**config.mk**
```make
export PLATFORM = sky130hd
export DESIGN_NAME = cell_vector_sweeper
export DESIGN_NICKNAME = d
export VERILOG_FILES = /design/src/rtl/cell_vector_sweeper.sv
export SDC_FILE = /design/constraint.sdc
export NUM_CORES = 1
export LEC_CHECK = 0
export ABC_AREA = 1
export BUFFER_PORTS_ARGS = -buffer_cell sky130_fd_sc_hd__buf_2
export CAP_MARGIN = 5
export CORE_ASPECT_RATIO = 0.5
export CORE_MARGIN = 8
export CORE_UTILIZATION = 29
export DETAILED_ROUTE_END_ITERATION = 8
export SYNTH_ARGS = -nofsm -noshare
export SYNTH_HDL_FRONTEND = slang
export SYNTH_SLANG_ARGS = --single-unit
export TNS_END_PERCENT = 100
```
**constraint.sdc**
```tcl
create_clock -name CK -period 1.92 [get_ports CK]
set_input_delay 0.384 -clock CK [delete_from_list [all_inputs] [get_ports CK]]
set_output_delay 0.384 -clock CK [all_outputs]
set_load 0.1 [all_outputs]
```
**src/rtl/cell_vector_sweeper.sv**
```systemverilog
// Exhaustive vector sweeper for single-output library cells: drives every input code, samples zn
// after a settle window, checks it against TRUTH. Optional SWEEP_STOP_ON_FAIL_EN ends on first miss.
module cell_vector_sweeper #(
  parameter int                 N_IN   = 4,
  parameter int                 SETTLE = 2,
  parameter logic [2**N_IN-1:0] TRUTH  = 16'h8000
) (
  input  logic            CK,
  input  logic            RN,
  input  logic            start,
  output logic [N_IN-1:0] vec,
  input  logic            zn,
  output logic            busy,
  output logic            done,
  output logic            pass,
  output logic [N_IN:0]   err_cnt,
  output logic            fail_valid,
  output logic [N_IN-1:0] fail_vec
);

  localparam int HCW = (SETTLE > 1) ? $clog2(SETTLE) : 1;

  typedef enum logic [1:0] {S_IDLE, S_HOLD, S_DONE} state_t;

  state_t            r_state;
  state_t            w_next;
  logic [HCW-1:0]    r_hcnt;
  logic [N_IN-1:0]   r_vec;
  logic              r_busy;
  logic              r_done;
  logic [N_IN:0]     r_err_cnt;
  logic              r_fail_valid;
  logic [N_IN-1:0]   r_fail_vec;

  logic              w_start;
  logic              w_sample;
  logic              w_mismatch;
  logic              w_last;
  logic              w_end;
  logic [N_IN-1:0]   w_end_vec;

  assign w_start    = (r_state != S_HOLD) && start;
  assign w_sample   = (r_state == S_HOLD) && (r_hcnt == HCW'(SETTLE - 1));
  // Case inequality so an X/Z on the cell output is never mistaken for a match.
  assign w_mismatch = (zn !== TRUTH[r_vec]);
  assign w_last     = (r_vec == {N_IN{1'b1}});

`ifdef SWEEP_STOP_ON_FAIL_EN
  assign w_end     = w_sample && (w_last || w_mismatch);
  assign w_end_vec = w_mismatch ? r_vec : '0;
`else
  assign w_end     = w_sample && w_last;
  assign w_end_vec = '0;
`endif

  always_ff @(posedge CK or negedge RN) begin
    if (!RN) r_state <= S_IDLE;
    else     r_state <= w_next;
  end

  always_comb begin
    w_next = r_state;
    case (r_state)
      S_IDLE, S_DONE: if (start) w_next = S_HOLD;
      S_HOLD:         if (w_end) w_next = S_DONE;
      default:        w_next = S_IDLE;
    endcase
  end

  always_ff @(posedge CK or negedge RN) begin
    if (!RN) begin
      r_vec        <= '0;
      r_hcnt       <= '0;
      r_busy       <= 1'b0;
      r_done       <= 1'b0;
      r_err_cnt    <= '0;
      r_fail_valid <= 1'b0;
      r_fail_vec   <= '0;
    end else if (w_start) begin
      r_vec        <= '0;
      r_hcnt       <= '0;
      r_busy       <= 1'b1;
      r_done       <= 1'b0;
      r_err_cnt    <= '0;
      r_fail_valid <= 1'b0;
      r_fail_vec   <= '0;
    end else if (r_state == S_HOLD) begin
      if (!w_sample) begin
        r_hcnt <= r_hcnt + HCW'(1);
      end else begin
        r_hcnt <= '0;
        if (w_mismatch) begin
          r_err_cnt <= r_err_cnt + (N_IN+1)'(1);
          if (!r_fail_valid) begin
            r_fail_valid <= 1'b1;
            r_fail_vec   <= r_vec;
          end
        end
        if (w_end) begin
          r_busy <= 1'b0;
          r_done <= 1'b1;
          r_vec  <= w_end_vec;
        end else begin
          r_vec  <= r_vec + N_IN'(1);
        end
      end
    end
  end

  assign vec        = r_vec;
  assign busy       = r_busy;
  assign done       = r_done;
  assign pass       = r_done && (r_err_cnt == '0);
  assign err_cnt    = r_err_cnt;
  assign fail_valid = r_fail_valid;
  assign fail_vec   = r_fail_vec;

endmodule

```
==> flow_results.xml <==
<?xml version="1.0" encoding="UTF-8"?>
<metrics>
  <group name="run_status">
    <metric name="run_status" unit="">complete, no violations</metric>
  </group>
  <group name="yosys">
    <metric name="synth_compound_gate_area_share" unit="%">5.65</metric>
    <metric name="synth_top_family_by_area" unit="">simple AND/OR/NAND/NOR gates</metric>
    <metric name="post-synth-top-area-cell" unit="">sky130_fd_sc_hd__dfrtp_1</metric>
    <metric name="yosys_register_bits" unit="">19</metric>
    <metric name="syn_area_per_cell" unit="um2">8.45</metric>
    <metric name="netlist_area" unit="um2">997</metric>
    <metric name="synthesis.yosys.warnings" unit="">0</metric>
    <metric name="synth.net_count" unit="">126</metric>
    <metric name="synthTopCellsByCount" unit="">25 x sky130_fd_sc_hd__nand2_1, 25 x sky130_fd_sc_hd__nand3_1, 19 x sky130_fd_sc_hd__dfrtp_1</metric>
    <metric name="synth.yosys.seq_area_share" unit="%">47.7</metric>
    <metric name="synth.distinct_cells" unit="">24</metric>
    <metric name="synth_simple_gate_area_share" unit="%">33.5</metric>
    <metric name="synth-xor-area-share" unit="%">0.878</metric>
    <metric name="synth_edf_count" unit="">0</metric>
    <metric name="netlist.area_leader.share" unit="%">47.7</metric>
    <metric name="postSynthCellCount" unit="">118</metric>
    <metric name="yosys_most_used_dff" unit="">sky130_fd_sc_hd__dfrtp_1</metric>
    <metric name="yosys.area_share.adder" unit="%">5.02</metric>
    <metric name="synthArstFlopShare" unit="%">100</metric>
    <metric name="synth.area.mux_share" unit="%">0</metric>
    <metric name="post_synth_main_area_contributors" unit="">sky130_fd_sc_hd__dfrtp_1 48%, sky130_fd_sc_hd__nand3_1 13%, sky130_fd_sc_hd__nand2_1 9.4%</metric>
  </group>
  <group name="die">
    <metric name="fp.dieW" unit="um">98.9</metric>
    <metric name="design.portCount" unit="">21</metric>
    <metric name="floorplan.initialDensity" unit="%">29.7</metric>
    <metric name="core-area" unit="um2">3360</metric>
    <metric name="die_area" unit="um2">5690</metric>
    <metric name="die_height" unit="um">57.5</metric>
    <metric name="core.rowCount" unit="">15</metric>
  </group>
  <group name="clocking">
    <metric name="ctsRootBufferMaster" unit="">sky130_fd_sc_hd__clkbuf_8</metric>
    <metric name="postCtsHoldBufs" unit="">0</metric>
    <metric name="worst_setup_hold_path_clk_slew" unit="ns">0.07</metric>
    <metric name="insertion_delay" unit="ns">0.26</metric>
    <metric name="numClockSinks" unit="">19</metric>
    <metric name="cts_tree" unit="">yes</metric>
    <metric name="cts_inserted_buffers" unit="">3</metric>
    <metric name="cts_max_path_buffers" unit="">2</metric>
    <metric name="h_tree_depth" unit="">1</metric>
    <metric name="cts_repair_resize_count" unit="">0</metric>
    <metric name="postCtsSetupRepairBufs" unit="">0</metric>
  </group>
  <group name="global_route">
    <metric name="grt_antenna_before_repair" unit="">0</metric>
    <metric name="groute.usage.overall" unit="%">8.46</metric>
    <metric name="grt_start_max_net_pins" unit="">20</metric>
    <metric name="grt-ovfl-total" unit="">0</metric>
    <metric name="grt_pass1_vias" unit="">846</metric>
    <metric name="wire_length_of_the_first_global_routing_pass" unit="um">3910</metric>
  </group>
  <group name="timing">
    <metric name="rsz0062_at_grt" unit="">false</metric>
    <metric name="fmax" unit="GHz">0.553</metric>
    <metric name="min_period" unit="ns">1.81</metric>
    <metric name="setup_viol" unit="">0</metric>
    <metric name="worst_slew_pin_slew" unit="ns">0.490</metric>
    <metric name="slew_viol_final" unit="">0</metric>
    <metric name="relSlewSlack" unit="%">67.5</metric>
    <metric name="finClkSkew" unit="ns">0.00240</metric>
    <metric name="finalCritPeriodShare" unit="%">94.1</metric>
    <metric name="hold_viol" unit="">0</metric>
  </group>
  <group name="setup_path">
    <metric name="path_max_fanout" unit="">7</metric>
    <metric name="worst_ep_required_time" unit="ns">1.54</metric>
    <metric name="worst-endpoint-arrival" unit="ns">1.42</metric>
    <metric name="worst_setup_path_start_kind" unit="">flop</metric>
    <metric name="criticalPathCategory" unit="">flop to output port</metric>
    <metric name="setup.worst_path.end_class" unit="">output port</metric>
  </group>
  <group name="cells_and_area">
    <metric name="flow.area_growth_from_synthesis" unit="%">22.8</metric>
    <metric name="final_standard_cell_utilization_of_the_core" unit="%">36.5</metric>
    <metric name="n_antenna_cell" unit="">0</metric>
    <metric name="net_count_of_the_finished_layout" unit="">149</metric>
    <metric name="post_route_cells_drive_above_1_share" unit="%">30.0</metric>
    <metric name="filler_cell_count" unit="">347</metric>
    <metric name="instances_no_fill" unit="">182</metric>
  </group>
  <group name="hold_path">
    <metric name="worstHoldPathType" unit="">input port to async pin</metric>
  </group>
  <group name="placed_design">
    <metric name="placed_cells" unit="">178</metric>
    <metric name="io_buffer_count" unit="">20</metric>
    <metric name="place_hpwl" unit="um">1650</metric>
    <metric name="weighted_congestion_reported_at_the_end_of_routability_driven_placement" unit="">0.720</metric>
  </group>
  <group name="routing">
    <metric name="detail_route.vias_per_cell" unit="">4.56</metric>
    <metric name="ant_nets" unit="">0</metric>
    <metric name="finalWirelength" unit="um">2140</metric>
    <metric name="drc_errors" unit="">0</metric>
    <metric name="dr_total_vias" unit="">830</metric>
    <metric name="routedWlPerCell" unit="um">11.8</metric>
    <metric name="drtIter0Drc" unit="">37</metric>
    <metric name="drtPass1Iterations" unit="">4</metric>
  </group>
  <group name="flow_run">
    <metric name="cap_viol_max_count" unit="">0</metric>
  </group>
</metrics>
## final timing paths
check,cells past startpoint,slack (ns),startpoint,to
min in group CK,2,0.38,start,r_state[1]
hold / removal,1,0.05,RN,r_state[0]
setup / recovery,5,0.11,err_cnt[0],pass
setup reg to reg,8,0.41,vec[0],err_cnt[0]
max in group asynchronous,1,1.54,RN,err_cnt[1]
hold reg to reg,2,0.47,busy,busy
## layout by cell type, fill, tap and decap left out, drive strengths merged, types with 2 or more instances in the layout
cell | synthesis | routed
nand2 | 28 | 28
nand3 | 27 | 27
buf | 2 | 20
dfrtp | 19 | 19
inv | 15 | 15
nor2 | 7 | 7
o21ai | 5 | 5
ha | 4 | 4
nand4 | 3 | 3
clkbuf | 0 | 3
a21oi | 2 | 2
## flip-flops by register name, indices dropped and copies added (netlist names)
register,flops
r_hcnt,1
fail_valid,1
vec,4
busy,1
err_cnt,5
done,1
fail_vec,4
r_state,2
## per-layer routing
layer	vias to the layer above	GRT usage [%]	wire, um
met5	-	0	0
met4	0	4.54	46
met3	4	2.55	91
met2	10	14.3	1000
met1	385	9.47	1000
li1	431	-	-
## area by class of cell
type | count | area [um2] | share of cell area, %
tap | 42 | 52.6 | 4.29
clock inverter | 1 | 5.00 | 0.409
multi-input combinational | 82 | 465 | 38.0
inverter | 15 | 56.3 | 4.60
clock buffer | 3 | 41.3 | 3.37
timing repair buffer | 20 | 115 | 9.40
sequential | 19 | 489 | 39.9
## logic make-up after synthesis
| logic type | after synthesis |
|---|---|
| flops | 19 |
| xor+xnor | 1 |
| fa+ha+maj | 4 |
| buf+inv | 17 |
| simple gates | 67 |
| compound gates | 10 |
## critical path, stage by stage (launching register included)
cell and delay, ns:
sky130_fd_sc_hd__dfrtp_4 0.51, sky130_fd_sc_hd__inv_2 0.06, sky130_fd_sc_hd__ha_1 0.15, sky130_fd_sc_hd__nand3_2 0.10, sky130_fd_sc_hd__nor3_4 0.16, sky130_fd_sc_hd__buf_12 0.20
## stage by stage
step | hold slack, ns | worst slack, ns | instance area [um2] | TNS [ns]
finish | 0.0523 | 0.113 | 1220 | 0
global route | 0.0826 | 0.0151 | 1220 | 0
CTS | 0.0651 | 0.0353 | 1220 | 0
detailed placement | 0.348 | 0.326 | 1180 | 0
global placement | 0.344 | 0.347 | 1180 | 0
floorplan | 0.0884 | -0.228 | 1030 | -0.228
Power is left out: the tool's default activity adds up to more than one toggle a clock period on the data nets, which glitch-free logic cannot reach.
